**config.mk**
```make
export PLATFORM = sky130hd
export DESIGN_NAME = q1_transition_sequencer
export DESIGN_NICKNAME = d
export VERILOG_FILES = /design/src/rtl/q1_seq_pkg.sv /design/src/rtl/q1_transition_sequencer_dwell_timer.sv /design/src/rtl/q1_transition_sequencer.sv
export SDC_FILE = /design/constraint.sdc
export NUM_CORES = 1
export LEC_CHECK = 0
export CAP_MARGIN = 10
export CORE_ASPECT_RATIO = 0.8
export CORE_UTILIZATION = 45
export CTS_BUF_LIST = sky130_fd_sc_hd__clkbuf_16
export DETAILED_ROUTE_END_ITERATION = 7
export GPL_TIMING_DRIVEN = 0
export HOLD_SLACK_MARGIN = 0.06
export PLACE_DENSITY = 0.69
export SYNTH_ARGS = -nofsm -noshare
export SYNTH_HDL_FRONTEND = slang
export SYNTH_SLANG_ARGS = --single-unit
```
**constraint.sdc**
```tcl
create_clock -name clk -period 3.85 [get_ports clk]
set_input_delay 0.5775 -clock clk [delete_from_list [all_inputs] [get_ports clk]]
set_output_delay 0.5775 -clock clk [all_outputs]
set_load 0.02 [all_outputs]
```
**src/rtl/q1_seq_pkg.sv**
```systemverilog
// Shared types, sizes and golden full-adder model for the q1 transition sequencer.
package q1_seq_pkg;

    typedef enum logic [2:0] {
        ST_IDLE,
        ST_APPLY_FROM,
        ST_APPLY_TO,
        ST_REPORT,
        ST_DONE
    } state_e;

    typedef enum logic {
        MODE_TABLE = 1'b0,
        MODE_TRANS = 1'b1
    } mode_e;

    localparam int unsigned N_VEC   = 8;
    localparam int unsigned N_PAIRS = 56;

    // Returns {carry, sum} for v = {a,b,c}.
    function automatic logic [1:0] q1_golden(input logic [2:0] v);
        return {(v[2] & v[1]) | (v[2] & v[0]) | (v[1] & v[0]), ^v};
    endfunction

endpackage

```
**src/rtl/q1_transition_sequencer_dwell_timer.sv**
```systemverilog
// Loadable dwell down-counter; expire is high on the last cycle of a dwell.
module q1_dwell_timer #(
    parameter int unsigned DWELL_W = 8
) (
    input  logic               clk,
    input  logic               rst,
    input  logic               load,
    input  logic [DWELL_W-1:0] load_val,
    output logic               expire
);

    logic [DWELL_W-1:0] cnt;

    always_ff @(posedge clk or posedge rst) begin
        if (rst)
            cnt <= '0;
        else if (load)
            cnt <= load_val;
        else if (cnt != '0)
            cnt <= cnt - 1'b1;
    end

    assign expire = (cnt == '0);

endmodule

```
**src/rtl/q1_transition_sequencer.sv**
```systemverilog
// Stimulus sequencer for the q1 full-adder gate: truth-table or all-transition sweeps.
// Optional golden-model checking is enabled with the Q1_SEQ_CHECK_EN macro.
module q1_transition_sequencer
    import q1_seq_pkg::*;
#(
    parameter int unsigned DWELL   = 4,
    parameter int unsigned DWELL_W = 8
) (
    input  logic       clk,
    input  logic       rst,
    input  logic       start,
    input  logic       mode,
    input  logic       abort,
    output logic       a,
    output logic       b,
    output logic       c,
    input  logic       y0,
    input  logic       y1,
    output logic       res_valid,
    input  logic       res_ready,
    output logic [2:0] res_from,
    output logic [2:0] res_to,
    output logic [1:0] res_y,
    output logic       res_mismatch,
    output logic [6:0] err_count,
    output logic       busy,
    output logic       done
);

    state_e     state, state_nxt;
    mode_e      mode_q;
    logic [2:0] from_q, to_q;
    logic [5:0] step_q;
    logic       load, expire, last, accept, sample, go;

    assign go     = (state == ST_IDLE) && start;
    assign accept = (state == ST_REPORT) && res_ready && !abort;
    assign sample = (state == ST_APPLY_TO) && expire && !abort;
    assign last   = (mode_q == MODE_TRANS) ? (step_q == 6'(N_PAIRS - 1))
                                           : (step_q == 6'(N_VEC - 1));

    q1_dwell_timer #(.DWELL_W(DWELL_W)) u_timer (
        .clk     (clk),
        .rst     (rst),
        .load    (load),
        .load_val(DWELL_W'(DWELL - 1)),
        .expire  (expire)
    );

    always_ff @(posedge clk or posedge rst) begin
        if (rst)
            state <= ST_IDLE;
        else
            state <= state_nxt;
    end

    always_comb begin
        state_nxt = state;
        load      = 1'b0;
        case (state)
            ST_IDLE: if (start) begin
                state_nxt = mode ? ST_APPLY_FROM : ST_APPLY_TO;
                load      = 1'b1;
            end
            ST_APPLY_FROM: if (expire) begin
                state_nxt = ST_APPLY_TO;
                load      = 1'b1;
            end
            ST_APPLY_TO: if (expire) state_nxt = ST_REPORT;
            ST_REPORT: if (res_ready) begin
                if (last) begin
                    state_nxt = ST_DONE;
                end else begin
                    state_nxt = (mode_q == MODE_TRANS) ? ST_APPLY_FROM : ST_APPLY_TO;
                    load      = 1'b1;
                end
            end
            ST_DONE: state_nxt = ST_IDLE;
            default: state_nxt = ST_IDLE;
        endcase
        // Abort overrides everything outside IDLE, where start has priority.
        if (abort && state != ST_IDLE) begin
            state_nxt = ST_IDLE;
            load      = 1'b0;
        end
    end

    always_comb begin
        {a, b, c} = 3'b000;
        res_valid = 1'b0;
        busy      = 1'b0;
        done      = 1'b0;
        case (state)
            ST_APPLY_FROM: begin {a, b, c} = from_q; busy = 1'b1; end
            ST_APPLY_TO:   begin {a, b, c} = to_q;   busy = 1'b1; end
            ST_REPORT:     begin {a, b, c} = to_q;   busy = 1'b1; res_valid = 1'b1; end
            ST_DONE:       done = 1'b1;
            default:       ;
        endcase
    end

    always_ff @(posedge clk or posedge rst) begin
        if (rst) begin
            mode_q   <= MODE_TABLE;
            from_q   <= '0;
            to_q     <= '0;
            step_q   <= '0;
            res_from <= '0;
            res_to   <= '0;
            res_y    <= '0;
        end else begin
            if (go) begin
                mode_q <= mode_e'(mode);
                from_q <= '0;
                to_q   <= mode ? 3'd1 : 3'd0;
                step_q <= '0;
            end else if (accept) begin
                step_q <= step_q + 1'b1;
                // Transition order skips the diagonal; to wraps into the next from row.
                if (mode_q == MODE_TABLE)
                    to_q <= to_q + 1'b1;
                else if (to_q == 3'd7) begin
                    from_q <= from_q + 1'b1;
                    to_q   <= '0;
                end else if (to_q + 3'd1 == from_q)
                    to_q <= to_q + 3'd2;
                else
                    to_q <= to_q + 1'b1;
            end
            if (sample) begin
                res_from <= (mode_q == MODE_TRANS) ? from_q : to_q;
                res_to   <= to_q;
                res_y    <= {y1, y0};
            end
        end
    end

`ifdef Q1_SEQ_CHECK_EN
    always_ff @(posedge clk or posedge rst) begin
        if (rst) begin
            res_mismatch <= 1'b0;
            err_count    <= '0;
        end else begin
            if (sample)
                res_mismatch <= ({y1, y0} != q1_golden(to_q));
            if (go)
                err_count <= '0;
            else if (accept && res_mismatch && err_count != 7'h7f)
                err_count <= err_count + 1'b1;
        end
    end
`else
    assign res_mismatch = 1'b0;
    assign err_count    = '0;
`endif

endmodule

```
==> results.toml, run 1 <==
[cts]
root_buffer = "clkbuf_16"
cts_hold_buffers = 0
clk_path_buf_depth = 2
cts_max_level = 2
clk_pin_slew_ns = 0.05
numCtsBuffers = 5
cts_sinks = 32
cts_resized = 0
insertion_delay_ns = 0.28
post_cts_buffers = 0
tritoncts = "built"

[synth]
synthTopCellsByCount = "32 x dfrtp_1, 17 x nor2_1, 14 x a21oi_1, 14 x nand2_1, 10 x buf_4"
ys_types = 53
ys_async_sr_fraction = 1.000
synth-seq-cells = 32
synth_area_leaders = "dfrtp_1 40%, mux2i_1 4.0%, buf_4 3.7%"
synth-edff-count = 0
postSynthAreaPerCell_um2 = 9.730
netlist_instances = 206
yosys_warnings = 0
synth.most_common_cell = "dfrtp_1"
synth-seq-area-share = 0.3995
synth_area_um2 = 2004
yosysTopAreaCell = "dfrtp_1"
yosysTopAreaCellShare = 0.3995
ys.flop_type = "dfrtp_1"

[die]
rows = 21
die_w_um = 76.62
io_pins = 30
die_area_um2 = 4727
start_util = 0.4738
core_um2 = 4230
chipHeight_um = 61.70

[routing]
drt_iter0_drc = 117
drtAntennaViolNets = 0
wl_um = 4293
routedWlPerCell_um = 14.31
firstDrtPassIters = 6
drc = 0
viasPerCell = 5.410
via_count = 1623

[timing]
timing.setup.tns_ns = 0
drv_slew = 0
setup_viol = 0
min_period_over_period = 0.6807
rsz0062_at_grt = "no"
finalCriticalPeriod_ns = 2.621
timing.fmax_mhz = 381.6
clock-skew-final_ns = 0.002588
hold_slack_ns = 0.4805
relSlewSlack = 0.3721
tightest_slew_ns = 0.9346
timing.final.hold_violations = 0

[global_route]
grt_overflow = 0
grt_max_degree = 24
grt.met1_usage = 0.2849
met2_usage = 0.3024
grt_use_total = 0.2031
grt-busiest-layer = "met2"
use_met3 = 0.04088
grt_pass1_vias = 1443
grt_pass1_wl_um = 7162
antenna_found_initial = 0

[layout]
num_antenna_cells = 0
area_growth_pct = 24.91
fillCellCount = 372
drive_gt1_frac = 0.1399
fin_cells = 300
final_core_util = 0.5918
nNetsFinal = 255

[placement]
routabilityCongestion = 0.8486
dp_hpwl_um = 3088
io_buffers = 21
dp.cells = 292

[pwr]
power.leakage_uw = 0.001176
peakVddDrop_mv = 0.3767
power_density_nw_per_um2 = 711.5

[setup_path]
path_cells = "buf_4 -> inv_2 -> nor3b_1 -> clkdlybuf4s50_1"
start_kind = "register"
critical-path-top-delay-family = "buffers and inverters"
critPathRequiredTime_ns = 3.27
worst_path_max_delay_cell = "clkdlybuf4s50_1"
max_stage_delay_ns = 0.68
crit_buf_inv = 3
timing.rr.end = "to_q[0]"
r2r-start = "to_q[1]"
cp-end-kind = "primary output"
worst_ep_arrival_time_ns = 2.04
cp_max_fo = 10
path_class = "reg -> out"
r2r_setup_slack_ns = 1.62
reg2reg_depth = 7
startpoint = "state[1]"

[worst_hold_path]
whs_endpoint = "res_from[2]"
hold-path-cell-count = 2
hp-class = "reg -> reg"
min-delay-start = "res_from[2]"

[outcome]
outcome = "completed"

[job]
drv_cap = 0
-- stage by stage --
stage / setup slack, ns / instance area, um^2 / total power, uW
3_5_place_dp: 1.465 / 2340 / 1333
5_1_grt: 1.132 / 2504 / 1900
6_report: 1.229 / 2504 / 1781
2_1_floorplan: 1.757 / 2031 / 1109
3_3_place_gp: 1.446 / 2312 / 1319
4_1_cts: 1.276 / 2504 / 1779
-- kinds of logic after synthesis --
kind of cell / after synthesis / share of synthesized area
DFF: 32 / 0.3995
AOI/OAI and AO/OA: 39 / 0.1342
other: 1 / 0.001871
buffers and inverters: 24 / 0.06679
adders and majority gates: 5 / 0.03121
muxes: 13 / 0.07179
and+or+nand+nor: 80 / 0.2422
xor gates and xnor gates: 12 / 0.05243
-- power breakdown --
group | leakage, uW | internal [uW] | switching (uW) | total, uW
Combinational | 0.000666 | 365 | 449 | 814
Clock | 0.0000850 | 301 | 140 | 441
Sequential | 0.000425 | 432 | 94.5 | 526
Total | 0.00118 | 1100 | 683 | 1780
-- sequential cells by signal, summed over array words and instances, names as in the netlist --
name and count:
res_y 2, mode_q 1, res_from 3, res_to 3, from_q 3, state 3, to_q 3, step_q 6
u_timer.cnt 8
-- worst register-to-register path, stage by stage, from the launching register on --
cell	delay (ns)
dfrtp_1	0.44
ha_1	0.21
ha_1	0.31
xor2_1	0.17
or4_1	0.49
buf_2	0.17
nor4_1	0.23
nor4_1	0.09
-- how the worst max path moves through the flow --
stage	end	slack, ns	cells past startpoint
after floorplan	to_q[2]	1.76	7
after global placement	u_timer.cnt[6]	1.45	4
after detailed placement	u_timer.cnt[6]	1.47	4
after CTS	res_valid	1.28	4
after global routing	res_valid	1.13	4
final	res_valid	1.23	4
-- metal layers --
| layer | wire [um] | vias up | part of all wire |
|---|---|---|---|
| li1 | - | 803 | - |
| met1 | 2267 | 769 | 0.53 |
| met2 | 1794 | 43 | 0.42 |
| met3 | 160 | 8 | 0.037 |
| met4 | 70 | 0 | 0.016 |
| met5 | 0 | - | 0 |
-- final cells by class --
type / instances / area [um^2] / area share
tap: 57 / 71.32 / 0.02849
clock buffer: 5 / 125.1 / 0.04998
clock inverter: 3 / 38.79 / 0.01549
inverter: 6 / 22.52 / 0.008996
sequential: 32 / 800.8 / 0.3198
multi-input combinational: 157 / 1096 / 0.4378
timing repair buffer: 22 / 237.7 / 0.09495
buffer: 18 / 111.4 / 0.04448
-- placed cells by master (no fill, tap or decap), types with 4 or more instances in the layout --
master	synthesis	layout
nor2b_1	5	5
buf_2	4	4
ha_1	5	5
o21ai_1	5	5
and2_1	6	6
nand2_1	14	14
clkdlybuf4s50_1	0	21
clkbuf_16	0	5
dfrtp_1	32	32
xor2_1	8	8
nand3_1	8	8
mux2i_1	8	8
buf_4	10	10
nor2_1	17	17
a21oi_1	14	14
conb_1	1	8
inv_1	4	5
xnor2_1	4	4
Power figures use the tool's default switching activity.
==> run 2, diff against run 1 <==
==> constraint.sdc (replaced) <==
create_clock -name clk -period 2.61 [get_ports clk]
set_input_delay 0.3915 -clock clk [delete_from_list [all_inputs] [get_ports clk]]
set_output_delay 0.3915 -clock clk [all_outputs]
set_load 0.02 [all_outputs]
==> results of run 2 <==
Same layout as run 1 (identical final DEF). Status: completed.
Among the figures that moved: setup slack after placement 1.465 ns -> 0.4063 ns; setup slack after layout 1.229 ns -> 0.1753 ns; hold slack 0.4805 ns -> 0.4358 ns; register-to-register setup slack 1.62 ns -> 0.38 ns; total power 1781 uW -> 2627 uW; worst IR drop on VDD 0.3767 mV -> 0.5556 mV
